## config.mk

```make
export PLATFORM = sky130hd
export DESIGN_NAME = count_ctrl
export DESIGN_NICKNAME = d
export VERILOG_FILES = /design/src/rtl/count_ctrl.sv
export SDC_FILE = /design/constraint.sdc
export NUM_CORES = 1
export LEC_CHECK = 0
export CAP_MARGIN = 10
export CORE_MARGIN = 10
export CORE_UTILIZATION = 25
export CTS_CLUSTER_SIZE = 10
export DETAILED_ROUTE_END_ITERATION = 8
export PLACE_DENSITY = 0.52
export SETUP_SLACK_MARGIN = 0.3
export SLEW_MARGIN = 10
export SYNTH_ARGS = -nofsm -noshare
export SYNTH_HDL_FRONTEND = slang
export SYNTH_SLANG_ARGS = --single-unit
export TNS_END_PERCENT = 100
```

## constraint.sdc

```tcl
create_clock -name clk -period 2.8 [get_ports clk]
set_clock_uncertainty 0.2 [all_clocks]
set_input_delay 0.84 -clock clk [delete_from_list [all_inputs] [get_ports clk]]
set_output_delay 0.84 -clock clk [all_outputs]
set_load 0.1 [all_outputs]
```

## src/rtl/count_ctrl.sv

```systemverilog
// Debounced push-button up/down counter with parallel load and wrap pulse.
// The output value feeds the 4-digit BCD/7-segment display stage.

module count_ctrl_debounce #(
  parameter int DEBOUNCE_CYCLES = 500000
) (
  input  logic clk,
  input  logic rst_n,
  input  logic btn_n,
  output logic press
);

  localparam int CNT_W = (DEBOUNCE_CYCLES > 2) ? $clog2(DEBOUNCE_CYCLES) : 1;
  localparam logic [CNT_W-1:0] CNT_LAST = CNT_W'(DEBOUNCE_CYCLES - 1);

  logic             sync_1;
  logic             sync_2;
  logic [CNT_W-1:0] cnt;
  logic             db;
  logic             db_d;

  // Released is the idle level for every stage of the chain.
  // NOTE: sequential state uses non-blocking (<=) so all flops update from
  // pre-edge values; blocking here would collapse the synchroniser chain.
  always_ff @(posedge clk or negedge rst_n) begin
    if (!rst_n) begin
      sync_1 <= 1'b1;
      sync_2 <= 1'b1;
    end else begin
      sync_1 <= btn_n;
      sync_2 <= sync_1;
    end
  end

  // Any sample agreeing with the accepted state restarts the stability count.
  always_ff @(posedge clk or negedge rst_n) begin
    if (!rst_n) begin
      cnt  <= '0;
      db   <= 1'b1;
      db_d <= 1'b1;
    end else begin
      db_d <= db;
      if (sync_2 == db) begin
        cnt <= '0;
      end else if (cnt == CNT_LAST) begin
        db  <= sync_2;
        cnt <= '0;
      end else begin
        cnt <= cnt + 1'b1;
      end
    end
  end

  // Press is the 1->0 transition of the debounced level; release is silent.
  assign press = db_d & ~db;

endmodule

module count_ctrl #(
  parameter int WIDTH           = 10,
  parameter int MAX_COUNT       = 999,
  parameter int DEBOUNCE_CYCLES = 500000
) (
  input  logic             clk,
  input  logic             rst_n,
  input  logic             btn_up_n,
  input  logic             btn_down_n,
  input  logic             load,
  input  logic [WIDTH-1:0] load_value,
  input  logic             enable,
  output logic [WIDTH-1:0] count_out,
  output logic             wrap
);

  localparam logic [WIDTH-1:0] MAX_VAL = WIDTH'(MAX_COUNT);

  typedef enum logic [2:0] {
    OP_HOLD,
    OP_LOAD,
    OP_UP,
    OP_DOWN
  } op_e;

  logic             up_press;
  logic             down_press;
  op_e              op;
  logic [WIDTH-1:0] count_nxt;
  logic             wrap_nxt;

  count_ctrl_debounce #(
    .DEBOUNCE_CYCLES(DEBOUNCE_CYCLES)
  ) u_db_up (
    .clk  (clk),
    .rst_n(rst_n),
    .btn_n(btn_up_n),
    .press(up_press)
  );

  count_ctrl_debounce #(
    .DEBOUNCE_CYCLES(DEBOUNCE_CYCLES)
  ) u_db_down (
    .clk  (clk),
    .rst_n(rst_n),
    .btn_n(btn_down_n),
    .press(down_press)
  );

  // Load beats enable, which beats the button events; simultaneous
  // up and down cancel out.
  // NOTE: every always_comb output gets a default first so no path leaves it
  // unassigned, which would otherwise infer a latch.
  always_comb begin
    op = OP_HOLD;
    if (load) begin
      op = OP_LOAD;
    end else if (enable && up_press && !down_press) begin
      op = OP_UP;
    end else if (enable && down_press && !up_press) begin
      op = OP_DOWN;
    end
  end

  always_comb begin
    count_nxt = count_out;
    wrap_nxt  = 1'b0;
    case (op)
      OP_LOAD: count_nxt = (load_value > MAX_VAL) ? MAX_VAL : load_value;
      OP_UP: begin
        if (count_out == MAX_VAL) begin
          count_nxt = '0;
          wrap_nxt  = 1'b1;
        end else begin
          count_nxt = count_out + 1'b1;
        end
      end
      OP_DOWN: begin
        if (count_out == '0) begin
          count_nxt = MAX_VAL;
          wrap_nxt  = 1'b1;
        end else begin
          count_nxt = count_out - 1'b1;
        end
      end
      default: ;
    endcase
  end

  always_ff @(posedge clk or negedge rst_n) begin
    if (!rst_n) begin
      count_out <= '0;
      wrap      <= 1'b0;
    end else begin
      count_out <= count_nxt;
      wrap      <= wrap_nxt;
    end
  end

endmodule

```

Word-level counts from Yosys, hierarchy flattened
Index checks and enable logic that the tools add are counted.
Storage, ports and cells
  register bits: 57
  bits in latches: 0
  memory bits (writable): 0
  bits in read-only memories: 0
  input bits: 16
  logic and storage cells: 55
  memories: 0
Cells by class
  add/sub/neg operators: 4
  multiply operators: 0
  div/mod/pow operators: 0
  $lt $le $gt $ge: 1
  equality and inequality tests: 8
  shift operators: 0
  multiplexer cells: 14
  bitwise logic cells: 6
  reductions and logical operators: 10
Operators by type and width (number)
  $mux 19: 4
  $add 19x1->19 const B: 2
  $eq 19x19->1 const B: 2
  $mux 10: 3
  $pmux 10 s3: 1
  $add 10x1->10 const B: 1
  $eq 10x10->1 const B: 1
  $gt 10x10->1 const B: 1
  $logic_not 10->1: 1
  $sub 10x1->10 const B: 1
  $eq 3x2->1 const B: 2
  $logic_and 1x1->1: 4
  $mux 2: 2
  $not 1->1: 4
  $reduce_and 2->1: 2
  $eq 3x1->1 const B: 1
  $mux 3: 1
  $reduce_bool 3->1: 1
  $and 1x1->1: 2
  $eq 1x1->1: 2
  $logic_not 1->1: 2
  $mux 1: 2
  $pmux 1 s2: 1

Depth between registers and ports, before layout
Gate-level depths: netlist of run 1.
  depth after elaboration: 9
  gate-level depth with buffers: 7

Modules after synthesis
A second synthesis of run 1 with hierarchy kept.
Unflattened totals
  cells, all modules: 355
  area total of the unflattened synthesis: 3308.2 sq um
By module, submodules not included
  count_ctrl_debounce: instances 2, cells an instance 107, area an instance 1116.1 sq um, seq. area each 580.6 sq um
  count_ctrl: instances 1, cells an instance 141, area an instance 1076.0 sq um, seq. area each 275.3 sq um

Worst setup path before layout of run 1
OpenSTA, ideal clock, no wires.
  path kind: register to register
  start point: register count_out[0]
  end point: register count_out[8]
  data arrival time: 2.317 ns
  slack: 0.149 ns
  stages on the path, launching flop included: 8
  path buffers: 0
  period minus slack after synthesis: 2.651 ns
  cell sequence: dfrtp_1 -> inv_1 -> ha_1 -> or4b_4 -> nor4_4 -> xor2_1 -> a221oi_1 -> a31oi_1
On the way
  cells in the longest elaborated chain, start to end: 3
  elaborated cells between the ends (all ways): 7
RTL lines
  start, declared: line 71  | output logic [WIDTH-1:0] count_out,
  start signal, assigned: line 153  | count_out <= count_nxt;
  $sub 10x1->10, or another cell as far along: line 141  | count_nxt = count_out - 1'b1;
  $mux 10 (on tied branches): line 137, 129
  $pmux 10 s3 (*): line 126  | case (op)
Mark *: on every way between the ends. The rest lies on a longest branch, timed or not.
A chain may end at the register's enable or synchronous reset.

Worst setup path in the final report of run 1
  start point: input load
  end point: register count_out[6]
On the way
  cells in the longest elaborated chain, start to end: 3
  elaborated cells between the ends (all ways): 6
RTL lines
  start, declared: line 68  | input logic load,
  $mux 3 (*): line 114  | if (load) begin
  $eq 3x2->1 or $eq 3x1->1 (tied branches): line 126
  $pmux 10 s3 or $reduce_bool 3->1 (tied branches)
Marks and branches as above.

==> results of run 1 <==
==> sequential cells by signal (all words and copies together), names as in the netlist <==
| register | cells |
|---|---|
| u_db_down.sync_2 | 1 |
| u_db_down.sync_1 | 1 |
| u_db_up.db_d | 1 |
| u_db_down.db | 1 |
| wrap | 1 |
| u_db_up.db | 1 |
| u_db_up.cnt | 19 |
| count_out | 10 |
| u_db_up.sync_2 | 1 |
| u_db_down.db_d | 1 |
| u_db_down.cnt | 19 |
| u_db_up.sync_1 | 1 |
==> cells by family (layout without fill, tap and decap cells) <==
group | after synthesis | in the layout
compound gates | 52 | 52
simple gates | 164 | 164
buf+inv | 22 | 60
fa+ha+maj | 5 | 5
mux | 2 | 2
flops | 57 | 57
xor+xnor | 43 | 43
==> power by group <==
part	leakage (nW)	internal, W	total [W]	switching (W)
registers	0.739	0.000851	0.000898	0.0000473
logic	0.697	0.000107	0.000316	0.000209
clock network	0.142	0.000709	0.00109	0.000383
==> layout make-up <==
cell class	instances	area (um^2)	share of cell area, %
clock buffer	11	242.7	6.021
tap	172	215.2	5.338
sequential	57	1439	35.69
timing repair buffer	35	357.8	8.876
clock inverter	5	55.05	1.366
multi-input combinational	266	1688	41.87
inverter	9	33.78	0.8380
==> per-stage QoR <==
step	area, um^2	util, %	hold WS [ns]	power [W]	setup WS (ns)
after CTS	4021	31.87	0.1578	0.002337	0.3904
after floorplan	3231	-	0.1452	0.001109	0.3801
final	4031	31.95	0.1570	0.002306	0.4165
after global placement	3724	29.51	0.1497	0.001228	0.07731
after global routing	4031	31.95	0.1609	0.002399	0.3518
after detailed placement	3724	29.51	0.1503	0.001228	0.04410
==> Yosys cell counts (3+ instances only) <==
cell / count
nand3_1: 23
nor2_1: 57
nor2b_1: 3
o21ai_0: 11
buf_2: 7
ha_1: 5
nand4_1: 10
and2_1: 3
nand2_1: 21
a211oi_1: 3
and3_1: 6
a21o_1: 3
nand2b_1: 3
xor2_1: 21
nor4_1: 5
and4_1: 3
dfrtp_1: 49
xnor2_1: 21
a31oi_1: 4
dfstp_2: 8
a221oi_1: 3
inv_1: 9
a21oi_1: 11
nor3_1: 12
==> worst min-delay path by stage <==
stage	endpoint	cells after the start	slack, ns	startpoint
floorplan	u_db_down.sync_2	0	0.15	u_db_down.sync_1
global placement	u_db_down.sync_2	0	0.15	u_db_down.sync_1
detailed placement	u_db_up.sync_2	0	0.15	u_db_up.sync_1
CTS	u_db_up.sync_2	0	0.16	u_db_up.sync_1
global route	u_db_down.sync_2	0	0.16	u_db_down.sync_1
finish	u_db_up.sync_2	0	0.16	u_db_up.sync_1
==> worst max-delay path: cells and delay by family <==
family | cells | cell delay (ns)
simple gates | 3 | 0.90
buf+inv | 1 | 0.45
compound gates | 2 | 0.22
==> layer usage <==
layer	up-vias	routed length (um)
met5	-	0
met4	0	73
met3	4	437
met2	86	3368
met1	1275	3848
li1	1286	-
==> cells in the final DEF, fill, tap and decap left out, types with 3 or more instances in the layout <==
cell type,synthesis,layout
a211oi_1,3,3
ha_1,5,5
a31oi_1,4,4
xnor2_1,21,21
o21ai_0,11,11
clkbuf_16,0,9
and3_1,6,6
a221oi_1,3,3
nor4_1,5,5
inv_1,9,9
and4_1,3,3
xor2_1,21,21
dfrtp_1,49,47
nand2_1,21,21
nand4_1,10,10
nor3_1,12,12
and2_1,3,3
nand3_1,23,23
dfstp_2,8,8
buf_12,0,5
nor2_1,57,56
clkdlybuf4s50_1,0,14
a21oi_1,11,11
buf_4,2,15
nand2b_1,3,3
a21o_1,3,3
==> what timing repair did <==
| item | in CTS | in global routing |
|---|---|---|
| resized for setup | 0 | 3 |
| buffers inserted | 0 | 0 |
| setup endpoints to repair | 0 | 2 |
==> results summary, run 1 <==
The net count of the mapped netlist came out at around 370. In this run, placement finished with an instance count of 539. In this run the register-to-register setup slack is ~0.48 ns. The routed design has 7728 um of wire. The type of the worst min-delay path is flop to flop. The endpoint identified for the worst register-to-register timing path is count_out[8].

The proportion of synthesized flip-flops having asynchronous set or reset is 100.0%. The area enclosed by the die boundary came out at about 18000 um^2. The number of pins with negative max-slew slack in the final report came out at 0. The static leakage came out at approximately 1.6 nW. The number of non-filler instances in the completed layout is about 560. After synthesis, the largest family of logic cells by area is simple AND/OR/NAND/NOR gates. In this run the worst setup path begins at load.

The post-synthesis cell type count came out at 56. The cell area after synthesis came out at 3228 um^2. The cell sitting at the root of the clock tree is a clkbuf_16. The DRC violation total after the first TritonRoute iteration is 181.

After Yosys synthesis, and, or, nand and nor cells account for a little over a quarter of the synthesized area. The adder-cell share of the synthesized area is ~1.9%. The overall track demand over capacity in global routing came out at between 8 and 9%.

The initial antenna violation count came out at 0. The maximum number of pins on one net before global-route repair is 58. The clock tree synthesis step divided the H-tree into 3 levels. The global routing stage identified its most utilized layer as met2. The worst setup path is captured at a flop.

The number of flip-flops and latches in the synthesized netlist is 57. The met3 global-route usage is 2.256%. The transition time at the pin with the least slew margin came out at between 0.7 and 0.8 ns.

The flow ran to the end, and the final reports show no timing, DRC or antenna violations. The area fraction in compound gates after synthesis is 10.70%. The average wire length per cell after detail routing came out at 13.92 um. The initial cell density of the core came out at ~26%. The share of cell area taken by muxes after synthesis is less than 1%. Dividing the detail-routed via count by the number of cells gives roughly 4.8. 0 antenna diodes ended up in the layout. STA classifies the critical path startpoint as a primary input. The total number of vias is between 2000 and 3000. Across the run, the number of max-cap violations was 0.

The overflow left after global routing is 0. The synthesized-area fraction occupied by xor and xnor cells is 11.90%. The first global-routing pass estimated 13220 um of wire. The count of endpoints failing hold in the final timing report came out at 0.

The minimum period implied by the final worst setup slack is about 2.4 ns. The critical path in this run is classified as primary input to flop. The total iterations of the first detailed-routing run is 4. The number of input and output port buffers inserted is 26. The required time of the critical path came out at 2.85 ns. The main flop type after synthesis is dfrtp_1.

The max-slew headroom at the worst pin is between 50 and 60%. The arrival time at the worst endpoint came out at roughly 2.4 ns. Timing would allow up to between 400 and 500 MHz. Fill cells in the final layout number 1335. Setup violations remaining at the end of the flow were counted as 0. Summing the sequential cell areas from Yosys gives between 40 and 50% of the chip area. The clock network latency to the later pin of the worst-skew pair is between 0.3 and 0.4 ns.

After routing, the total negative slack on setup checks comes to 0 ns. The number of global-route vias before repair is between 2000 and 3000. TritonCTS built the clock tree. Hold repair after CTS inserted 0 buffers. The global placer's final weighted congestion came out at around 0.91. The DRC violations left is 0. For this design, the slowest cell found on the critical path is clkdlybuf4s50_1. The maximum count of clock buffers along a single path is 2.

Global routing consumed, on the met2 layer, about an eighth of the routing resources. The layout overhead on the synthesized area is 24.88%. The average cell area after synthesis is about 9.4 um^2.

The HPWL after detailed placement is about 5500 um. The clock-pin slew of the registers on the worst-case setup and hold paths is 0.05 ns. The fraction of met1 tracks used by global routing came out at 12.08%. The antenna violation net count after detailed routing came out at 0. In this run the worst path has a maximum fanout of 9.

The area share of the largest cell type after synthesis came out at 37.98%. Power spread over the standard cell area amounts to roughly 570 nW/um^2. The synthesized design contains 0 enable-type register cells. The cell count after synthesis is roughly 350.

After the last flow step, the layout net total stands at 399. The critical path goes through clkdlybuf4s50_1 -> nand2b_1 -> or3_4 -> nor3_1 -> a211oi_1 -> o2bb2ai_1. After synthesis, the cell types taking the most area are dfrtp_1, nor2_1, dfstp_2.

The maximum ir drop on the vdd rail is 288.2 uV. The row count is 41. For this run, the slowest stage of the critical path takes between 0.4 and 0.5 ns. The area inside the core boundary is between 10000 and 15000 um^2. For the worst flop-to-flop path, the logic depth is 7. The floorplan die width came out at roughly 130 um.

Of all cell types, the one taking the most synthesized area is dfrtp_1. The fraction of final layout cells sized beyond drive strength 1 is 16.97%. The launching point of the worst reg2reg path is count_out[1].

The total number of yosys warnings came out at 0. The critical path ends at count_out[6]. Setup repair after global routing left no endpoint under its margin. The die boundary height came out at ~130 um.

TritonCTS created 9 clock buffers. The number of clock sinks seen by CTS came out at between 50 and 60. The count of pins on the block boundary is 27. The post-route fraction of the period consumed by the critical path came out at between 80% and 90%.
Note: power is estimated with default switching activity, not from simulation.
==> inputs of run 2 (changes only) <==
SKIP_LAST_GASP = 1   (was unset)
SLEW_MARGIN = unset   (was 10)
==> results of run 2 <==
Same layout as run 1: the final DEF is identical, and so are final timing and power.
